[src/rtl/cpu_pkg.sv]
// cpu_pkg: shared opcodes, control-bit indices and sequencer states for the 8-bit CPU
package cpu_pkg;

    localparam int CW = 15;
    typedef logic [CW-1:0] cword_t;

    localparam logic [3:0] OP_NOP = 4'h0;
    localparam logic [3:0] OP_LDA = 4'h1;
    localparam logic [3:0] OP_ADD = 4'h2;
    localparam logic [3:0] OP_SUB = 4'h3;
    localparam logic [3:0] OP_OUT = 4'h4;
    localparam logic [3:0] OP_JMP = 4'h5;
    localparam logic [3:0] OP_LDI = 4'h6;
    localparam logic [3:0] OP_HLT = 4'hF;

    localparam int CP  = 14;
    localparam int EP  = 13;
    localparam int LP  = 12;
    localparam int LM  = 11;
    localparam int CE  = 10;
    localparam int LI  = 9;
    localparam int EI  = 8;
    localparam int LA  = 7;
    localparam int EA  = 6;
    localparam int SU  = 5;
    localparam int EU  = 4;
    localparam int LB  = 3;
    localparam int LO  = 2;
    localparam int HLT = 1;

    // T-states are numbered so that tstate = state - 1 while busy
    typedef enum logic [2:0] {IDLE, T0, T1, T2, T3, T4, T5, HALT} state_t;

    function automatic cword_t cb(input int i);
        return cword_t'(1) << i;
    endfunction

endpackage

[src/rtl/cpu_ucode_rom.sv]
// cpu_ucode_rom: combinational microcode lookup from T-state and opcode
module cpu_ucode_rom
    import cpu_pkg::*;
#(
    parameter int OPCODE_W = 4
) (
    input  logic [2:0]          tstate,
    input  logic [OPCODE_W-1:0] opcode,
    output cword_t              word,
    output logic                last,
    output logic                uses_mem,
    output logic                illegal
);

    logic [3:0] op;
    assign op = 4'(opcode);
    assign uses_mem = word[CE];

    // fetch is opcode-independent; execute words and the end-of-instruction flag come from the opcode
    always_comb begin
        word = '0;
        last = 1'b0;
        illegal = 1'b0;
        case (tstate)
            3'd0: word = cb(EP) | cb(LM);
            3'd1: word = cb(CP);
            3'd2: word = cb(CE) | cb(LI);
            3'd3: begin
                case (op)
                    OP_NOP: last = 1'b1;
                    OP_LDA, OP_ADD, OP_SUB: word = cb(EI) | cb(LM);
                    OP_OUT: begin
                        word = cb(EA) | cb(LO);
                        last = 1'b1;
                    end
                    OP_JMP: begin
                        word = cb(EI) | cb(LP);
                        last = 1'b1;
                    end
                    OP_LDI: begin
                        word = cb(EI) | cb(LA);
                        last = 1'b1;
                    end
                    OP_HLT: begin
                        word = cb(HLT);
                        last = 1'b1;
                    end
                    default: begin
                        last = 1'b1;
                        illegal = 1'b1;
                    end
                endcase
            end
            3'd4: begin
                word = cb(CE) | (op == OP_LDA ? cb(LA) : cb(LB));
                last = op == OP_LDA;
            end
            3'd5: begin
                word = cb(EU) | cb(LA) | (op == OP_SUB ? cb(SU) : cword_t'(0));
                last = 1'b1;
            end
            default: ;
        endcase
    end

endmodule

[src/rtl/cpu_sequencer.sv]
// cpu_sequencer: T-state FSM with run/step/halt control and RAM-ready stalls
module cpu_sequencer
    import cpu_pkg::*;
#(
    parameter int OPCODE_W = 4,
    parameter int CTRL_W   = 15
) (
    input  logic                clk,
    input  logic                rst,
    input  logic                run,
    input  logic                step,
    input  logic [OPCODE_W-1:0] opcode,
    input  logic                mem_ready,
    output logic [CTRL_W-1:0]   ctrl,
    output logic [2:0]          tstate,
    output logic                busy,
    output logic                halted,
    output logic                instr_done,
    output logic                illegal
);

    state_t state;
    cword_t word;
    logic   last;
    logic   uses_mem;
    logic   ill;
    logic   active;
    logic   stall;

    assign active = state != IDLE && state != HALT;
    assign tstate = active ? 3'(state) - 3'd1 : 3'd0;
    assign stall  = active && uses_mem && !mem_ready;

    cpu_ucode_rom #(.OPCODE_W(OPCODE_W)) u_rom (
        .tstate   (tstate),
        .opcode   (opcode),
        .word     (word),
        .last     (last),
        .uses_mem (uses_mem),
        .illegal  (ill)
    );

    // a stalled read keeps only the RAM enable so nothing latches stale bus data
    always_comb begin
        ctrl       = rst || !active ? '0 : stall ? CTRL_W'(cb(CE)) : CTRL_W'(word);
        busy       = active;
        halted     = state == HALT;
        instr_done = active && last && !stall;
        illegal    = active && ill;
    end

    // advance through T-states; HLT parks in HALT until reset, otherwise loop or idle on run
    always_ff @(posedge clk) begin
        if (rst)
            state <= IDLE;
        else if (state == IDLE) begin
            if (run || step)
                state <= T0;
        end else if (active && !stall)
            state <= word[HLT] ? HALT : last ? (run ? T0 : IDLE) : state_t'(state + 3'd1);
    end

endmodule

[config.mk]
export PLATFORM = sky130hd
export DESIGN_NAME = cpu_sequencer
export DESIGN_NICKNAME = d
export VERILOG_FILES = /design/src/rtl/cpu_pkg.sv /design/src/rtl/cpu_ucode_rom.sv /design/src/rtl/cpu_sequencer.sv
export SDC_FILE = /design/constraint.sdc
export NUM_CORES = 1
export LEC_CHECK = 0
export BUFFER_PORTS_ARGS = -buffer_cell sky130_fd_sc_hd__buf_2
export CORE_MARGIN = 10
export CORE_UTILIZATION = 44
export DETAILED_ROUTE_END_ITERATION = 10
export GPL_ROUTABILITY_DRIVEN = 0
export PLACE_DENSITY = 0.86
export SYNTH_ARGS = -nofsm -noshare
export SYNTH_HDL_FRONTEND = slang
export SYNTH_HIERARCHICAL = 1
export SYNTH_SLANG_ARGS = --single-unit
[constraint.sdc]
create_clock -name clk -period 2.75 [get_ports clk]
set_input_delay 0.275 -clock clk [delete_from_list [all_inputs] [get_ports clk]]
set_output_delay 0.275 -clock clk [all_outputs]
set_load 0.1 [all_outputs]
# == Word level (Yosys, flattened, before mapping) ==
# Index checks and enable logic that the tools add are counted.
# word_totals
wordCells,55
reg_bits,3
# classes
n_reduce_logical,20
n_addsub,2
mux,17
eq_ne,15
# op_table
op,n
case mux 15 bit (6 select lines),1
case mux 13 bit (5 select lines),1
2-to-1 mux 15 bit,2
2-to-1 mux 3 bit,6
== test 4 x 3 -> 1 bit (second input constant),3
== test 3 bit (second input constant),3
== test 4 x 2 -> 1 bit (second input constant),2
2-to-1 mux 8 bit,1
OR reduction 8 bit,1
logical AND 1 bit,7
== test 3 x 2 -> 1 bit (second input constant),2
logical NOT 3 bit,2
2-to-1 mux 6 bit,1
== test 4 x 1 -> 1 bit (second input constant),1
== test 4 bit (second input constant),1
logical NOT 4 bit,1
2-to-1 mux 1 bit,4
adder 3 x 1 -> 3 bit (second input constant),1
== test 3 x 1 -> 1 bit (second input constant),1
logical NOT 1 bit,3
inequality test 3 bit (second input constant),1
case mux 1 bit (3 select lines),1
nonzero test 3 bit,1
OR reduction 3 bit,1
5 further kinds,6

# == Logic depth before layout (Yosys ltp) ==
# Gate-level depths: netlist of the first run.
# logic_depth
depth_word,11
depth_mapped,10

# == By module ==
# Netlist of the first run, hierarchy kept.
# modules_own_cells
mod,cells_per_inst,area_each_um2,n_inst
cpu_sequencer,52,397.9,1
cpu_ucode_rom,35,220.2,1

# == Worst setup path before layout of the first run ==
# No wires, ideal clock.
# synth_path
path_kind,register -> output
startpoint,register state[0]
endpoint,output ctrl[10]
required_ns,2.475
t_arrival_ns,4.413
setup_slack_ns,-1.938
stages_incl_launch_ff,10
path_cell_list,dfxtp_1 inv_1 ha_1 mux2_4 nor2_1 nand2b_1 a21oi_1 and2b_2 o21ai_0 nor2_1
# synth_via
elab_chain_len,9
elab_cells_between_ends,18
# synth_rtl
item,line,rtl
from (decl),cpu_sequencer.sv:22,state_t state;
from (signal assigned),cpu_sequencer.sv:60,state <= word[HLT] ? HALT : last ? (run ? T0 : IDLE) : state_t'(state + 3'd1);
branches (longest 2 deep; another with subtractor 3 x 1 -> 3 bit),-,
2-to-1 mux 3 bit *,cpu_sequencer.sv:31,assign tstate = active ? 3'(state) - 3'd1 : 3'd0;
named net tstate[1],cpu_sequencer.sv:15,"output logic [2:0] tstate,"
"== test 3 bit, or another cell as far along",cpu_ucode_rom.sv:24,case (tstate)
case mux 15 bit (6 select lines) *,cpu_ucode_rom.sv:24,
named net uses_mem,cpu_sequencer.sv:25,logic uses_mem;
logical AND 1 bit (2 in a row),cpu_sequencer.sv:32,assign stall = active && uses_mem && !mem_ready;
2-to-1 mux 15 bit * (2 in a row),cpu_sequencer.sv:45,ctrl = rst || !active ? '0 : stall ? CTRL_W'(cb(CE)) : CTRL_W'(word);
to (decl),cpu_sequencer.sv:14,"output logic [CTRL_W-1:0] ctrl,"
# Mark *: on every way through the listed nets, which the timed path passes.

# == Worst setup path in the final report of the first run ==
# layout_path
startpoint,register state[0]
endpoint,output ctrl[5]
# layout_via
elab_cells_between_ends,18
# layout_rtl
item,line,rtl
branches (longest 2 deep; another with subtractor 3 x 1 -> 3 bit),-,
2-to-1 mux 3 bit *,cpu_sequencer.sv:31,
"== test 3 bit, or another cell as far along",cpu_ucode_rom.sv:24,
case mux 15 bit (6 select lines) *,cpu_ucode_rom.sv:24,
named net word[5],cpu_sequencer.sv:23,cword_t word;
2-to-1 mux 15 bit * (2 in a row),cpu_sequencer.sv:45,
# Marks and branches as above.

==> results of run 1 <==
==> worst register-to-register path: cells and delay by family, from the launching register on <==
kind | cells | cell delay [ns]
buffers and inverters | 2 | 0.20
adder cells (fa/ha/maj) | 1 | 0.15
multiplexers | 1 | 0.33
flip-flops | 1 | 0.37
AO/OA/AOI/OAI | 3 | 0.68
AND/OR/NAND/NOR | 4 | 0.61
==> stage by stage <==
| stage | util [%] | setup TNS [ns] | setup slack (ns) | instances | instance area (um^2) |
|---|---|---|---|---|---|
| after detailed placement | 81.4 | 0 | 0.0103 | 127 | 1070 |
| after global placement | 81.4 | 0 | 0.119 | 127 | 1070 |
| after floorplan | - | -3.40 | -0.246 | 87 | 719 |
| final | 93.4 | 0 | 0.0434 | 143 | 1230 |
| after global routing | 93.4 | -0.320 | -0.0462 | 143 | 1230 |
| after CTS | 88.5 | 0 | 0.0102 | 139 | 1170 |
==> path summary, 6_finish.rpt <==
check | startpoint | slack [ns] | end | cells past startpoint
hold / removal | rst | 0.33 | state[1]$_SDFFE_PP0P_ | 2
setup reg to reg | state[0]$_SDFFE_PP0P_ | 0.27 | state[0]$_SDFFE_PP0P_ | 11
hold reg to reg | state[1]$_SDFFE_PP0P_ | 0.58 | state[1]$_SDFFE_PP0P_ | 2
setup / recovery | state[0]$_SDFFE_PP0P_ | 0.04 | ctrl[5] | 10
==> metal layers <==
| metal | share of wire [%] | global-route usage (%) |
|---|---|---|
| met5 | 0 | 0 |
| met4 | 3.2 | 9.06 |
| met1 | 35 | 17.4 |
| met3 | 9.2 | 5.53 |
| met2 | 53 | 31.0 |
==> cell families (layout without fill, tap and decap cells) <==
kind of cell               after synthesis  after routing
DFF                                      3              3
muxes                                    1              1
and+or+nand+nor                         50             50
AOI/OAI and AO/OA                       17             17
buffers and inverters                   10             51
xor gates and xnor gates                 1              1
adders and majority gates                4              4
other                                    1              1
==> timing repair <==
action,in CTS,in global routing
pin swaps,3,6
buffers inserted,8,4
endpoints found under the setup margin,13,16
resized for setup,1,12
hold buffers,0,0
hold endpoints to repair,0,0
==> cells in the mapped netlist, drive strengths merged, types with 2 or more instances <==
cell type / number / area [um^2]
and2: 16 / 100
nor2: 7 / 26.3
nor3: 7 / 46.3
inv: 6 / 22.5
o21ai: 6 / 30.0
ha: 4 / 50.1
a21oi: 3 / 15.0
and3: 3 / 20.0
buf: 3 / 22.5
dfxtp: 3 / 60.1
nand2: 3 / 11.3
nand2b: 3 / 18.8
nor2b: 3 / 18.8
nor3b: 2 / 20.0
o2111ai: 2 / 17.5
o311ai: 2 / 17.5
==> final cells by class <==
type | instances | area [um^2] | share of cell area, %
Clock buffer | 4 | 26.3 | 2.13
Inverter | 6 | 25.0 | 2.03
Multi-Input combinational cell | 74 | 624 | 50.7
Sequential cell | 3 | 65.1 | 5.28
Tap cell | 15 | 18.8 | 1.52
Timing Repair Buffer | 41 | 472 | 38.3
==> report_power, final <==
| part | total (W) | switching [W] | internal, W |
|---|---|---|---|
| Sequential | 0.0000534 | 0.00000543 | 0.0000480 |
| Clock | 0.0000830 | 0.0000283 | 0.0000547 |
| Combinational | 0.000489 | 0.000322 | 0.000167 |
| Total | 0.000625 | 0.000355 | 0.000270 |
==> impl_metrics.toml, run 1 <==
[timing]
finalCritPeriodShare_pct = 98.4
relSlewSlack_pct = 34.6
fin_crit_ns = 2.71
tightest_slew_ns = 0.988
setup-violations-final = 0
maxSlewViolCount = 0
clock_skew_ns = 0.00419
rsz0062_at_grt = "yes"
whs_ns = 0.330
fmax_mhz = 369
finalHoldViolations = 0

[hold_path]
hold_class = "input pin to register"

[global_routing]
grt_overflow = 0
antenna_found_initial = 0
grt_usage_pct = 17.4
grt_pass1_wl_mm = 4.64
grt_max_degree = 10
grt_pass1_vias = 933

[logic_synthesis]
yosysSeqAreaShare_pct = 9.72
ys_types = 34
syn_inst = 87
yosys.area_share.simple_pct = 51.2
avgSynthCellArea_um2 = 7.10
synth_warnings = 6
synth_top_family_by_area = "simple AND/OR/NAND/NOR gates"
yosys_register_bits = 3
synth_compound_area_share_pct = 18.4
synthAdderAreaFrac_pct = 8.10
syn_nets = 100
synth_ff_type = "dfxtp_1"
synth_edf_count = 0
synth.cell_area_um2 = 618
muxShareOfSynthArea_pct = 2.43
synth_xor_area_share_pct = 1.42
synthArstFlopShare_pct = 0

[clock_tree]
cts_inserted_buffers = 3
numClockSinks = 3
cts_buffer_depth = 2
cts_tree = "done"
root_buffer = "clkbuf_4"
clk_pin_slew_ns = 0.04
worstSkewPairLatency_ns = 0.24
cts_htree_levels = 1

[drt]
dr.pass1.iters = 4
drc = 0
route.final.wire_length_mm = 3.06
drt-initial-drc-count = 34
dr_total_vias = 883
vias_per_cell = 6.17
wl_per_cell_um = 21.4
antenna_left = 0

[worst_setup_path]
path_delay_family = "simple AND/OR/NAND/NOR gates"
crit_path_start_kind = "register"
worstPathRequired_ns = 2.48
critPathCaptureType = "primary output"
cp_max_fo = 5
path_class = "register to primary output"
crit_arrival_ns = 2.43
cp_num_buf_inv = 3
slowest_stage = "dfxtp_4"
cpPeakStageDelay_ns = 0.37
crit_chain = "inv_4 > ha_4 > mux2_4 > nor2_4 > buf_4 > nor2b_1 > nand2_1 > nor3_1 > and2_4 > buf_12"

[floorplanning]
initial_utilization_pct = 46.9
dieWidth_um = 57.5
dieArea_um2 = 3300
ios = 31
core-area_um2 = 1320
chipHeight_um = 57.5
rows = 13

[layout]
layout_common_cells = "15 x buf_12, 14 x buf_2, 13 x and2_4"
largest_register_ffs = 3
finalNetCount = 142
fill_cells = 42
drive_gt1_share_pct = 64.1
largest_register = "state"
n_antenna_cell = 0
top_regs = "state x3"
area_delta_synth_final_pct = 99.2
final_common_cell = "buf_12"

[power]
power_w = 0.000625
peakVddDrop_uv = 417
power_density_nw_per_um2 = 508
leakage_nw = 0.549

[run]
max_cap_viol_count = 0

[place]
io_buffers = 29
hpwl_mm = 1.81

[run_status]
outcome = "complete, no violations"
No activity file was read; power rests on OpenSTA's default activity.
==> run 2: changes to the inputs <==
- CORE_UTILIZATION: 44 -> 35
- PLACE_DENSITY: 0.86 -> 0.73
==> run 2 against run 1 <==
  * Die area increased by 16%
  * Core utilization is 18 points lower
  * First-iteration DRC count fell by 38%
  * Combinational power increased by 3%
  * Sequential share of layout area is 0.25 points lower
  * The flow now finishes with violations (negative setup slack)
  * Via count decreased by 6.3%
  * Fmax decreased by 1.9%
  * Register-to-register slack got worse by 0.11 ns
  * Largest power group unchanged
  * Flip-flop and latch count did not move
  * Worst hold slack got worse by 0.0091 ns
==> impl_metrics.toml, run 2 (same netlist as run 1, synthesis figures left out) <==
[place]
hpwl_mm = 1.76
pre_cts_slack_ns = 0.0203
io_buffers = 29

[worst_setup_path]
r2r_slack_ns = 0.16
slowest_stage = "dfxtp_4"
cp_max_fo = 7
worstPathRequired_ns = 2.48
crit_chain = "inv_4 > ha_4 > mux2_4 > nor2_4 > nand2b_4 > a21oi_4 > and2b_2 > nor3_4 > clkbuf_16 > and2_4 > buf_12"
path_class = "register to primary output"
crit_arrival_ns = 2.48
crit-reg2reg-launch = "state[0]$_SDFFE_PP0P_"
r2r_cells = 12
crit_path_start_kind = "register"
critPathCaptureType = "primary output"
cp-startpoint = "state[0]$_SDFFE_PP0P_"
cpPeakStageDelay_ns = 0.36

[timing]
tightest_slew_ns = 0.964
setup-violations-final = 6
layout_setup_ws_ns = -0.00976
relSlewSlack_pct = 36.2
clock_skew_ns = 0.000998
rsz0062_at_grt = "yes"
finalHoldViolations = 0
fin_crit_ns = 2.76
maxSlewViolCount = 0
finalCritPeriodShare_pct = 100
fmax_mhz = 362

[hold_path]
hold_class = "input pin to register"
hold_start = "rst"
whs_path_depth = 2

[layout]
largest_register = "state"
finalNetCount = 144
seqCellArea_um2 = 65.1
area_delta_synth_final_pct = 109
fill_cells = 118
layout_common_cells = "16 x buf_12, 14 x buf_2, 12 x and2_4, 12 x buf_4, 5 x nor3_1"
drive_gt1_share_pct = 64.6
top_regs = "state x3"
n_antenna_cell = 0
largest_register_ffs = 3
multiInputGateArea_um2 = 639
final_common_cell = "buf_12"
final_util_pct = 75.7

[floorplanning]
chipHeight_um = 62.0
core-area_um2 = 1710
dieWidth_um = 62.0
initial_utilization_pct = 36.2
rows = 15
ios = 31
dieArea_um2 = 3850

[run]
max_cap_viol_count = 0

[clock_tree]
cts_htree_levels = 1
cts_buffer_depth = 2
clk_pin_slew_ns = 0.04
root_buffer = "clkbuf_4"
worstSkewPairLatency_ns = 0.24
ctsHoldBuffers = 0
cts_inserted_buffers = 3
cts_tree = "done"
numClockSinks = 3

[power]
leakage_nw = 0.580
power_w = 0.000636
peakVddDrop_uv = 288
power_density_nw_per_um2 = 492

[drt]
vias_per_cell = 5.34
drt-initial-drc-count = 21
drc = 0
antenna_left = 0
dr.pass1.iters = 4
dr_total_vias = 827
route.final.wire_length_mm = 2.84
wl_per_cell_um = 18.3

[global_routing]
grt_max_degree = 15
antenna_found_initial = 0
grt_overflow = 0
grt_pass1_wl_mm = 3.85
grt_pass1_vias = 815
grt_usage_pct = 13.0

[run_status]
violations = "negative setup slack"
outcome = "finished, violations left"
[run 2: path summary, 6_finish.rpt]
check / to
max: ctrl[5]
min reg2reg: state[1]$_SDFFE_PP0P_
max reg2reg: state[0]$_SDFFE_PP0P_
min: state[1]$_SDFFE_PP0P_
[run 2: critical path, delay by kind of cell, from the launching register on]
kind / cells / cell delay [ns]
adder cells (fa/ha/maj): 1 / 0.15
AND/OR/NAND/NOR: 5 / 0.92
buffers and inverters: 3 / 0.41
flip-flops: 1 / 0.36
multiplexers: 1 / 0.33
AO/OA/AOI/OAI: 1 / 0.06
[run 2: report_power, final]
group	switching [W]	internal [W]
logic	0.000320	0.000182
clock network	0.0000270	0.0000546
registers	0.00000439	0.0000480
[run 2: layout make-up]
type | count | share of cell area (%)
well taps | 25 | 2.42
flip-flops and latches | 3 | 5.03
inverters | 6 | 1.94
clock buffers | 4 | 2.03
multi-input cells | 74 | 49.5
repair buffers | 43 | 39.1
[run 2: metrics by stage]
stage / instance area [um^2] / TNS (ns) / instances / hold WS [ns]
global placement: 1080 / 0 / 137 / 0.521
CTS: 1170 / 0 / 146 / 0.324
global route: 1290 / -0.854 / 155 / 0.329
detailed placement: 1080 / 0 / 137 / 0.530
finish: 1290 / -0.0363 / 155 / 0.321
floorplan: 719 / -3.40 / 87 / 0.338
[run 2: repair_timing]
action | in CTS | in global routing
gates resized for setup | 1 | 9
setup endpoints to repair | 13 | 16
buffers inserted | 5 | 8
gates cloned | 0 | 1
pin swaps | 3 | 8
[run 2: routing by layer]
layer	track usage [%]	share of wire (%)
met4	3.18	0.21
met1	13.4	35
met5	0	0
met2	23.8	57
met3	5.08	7.4
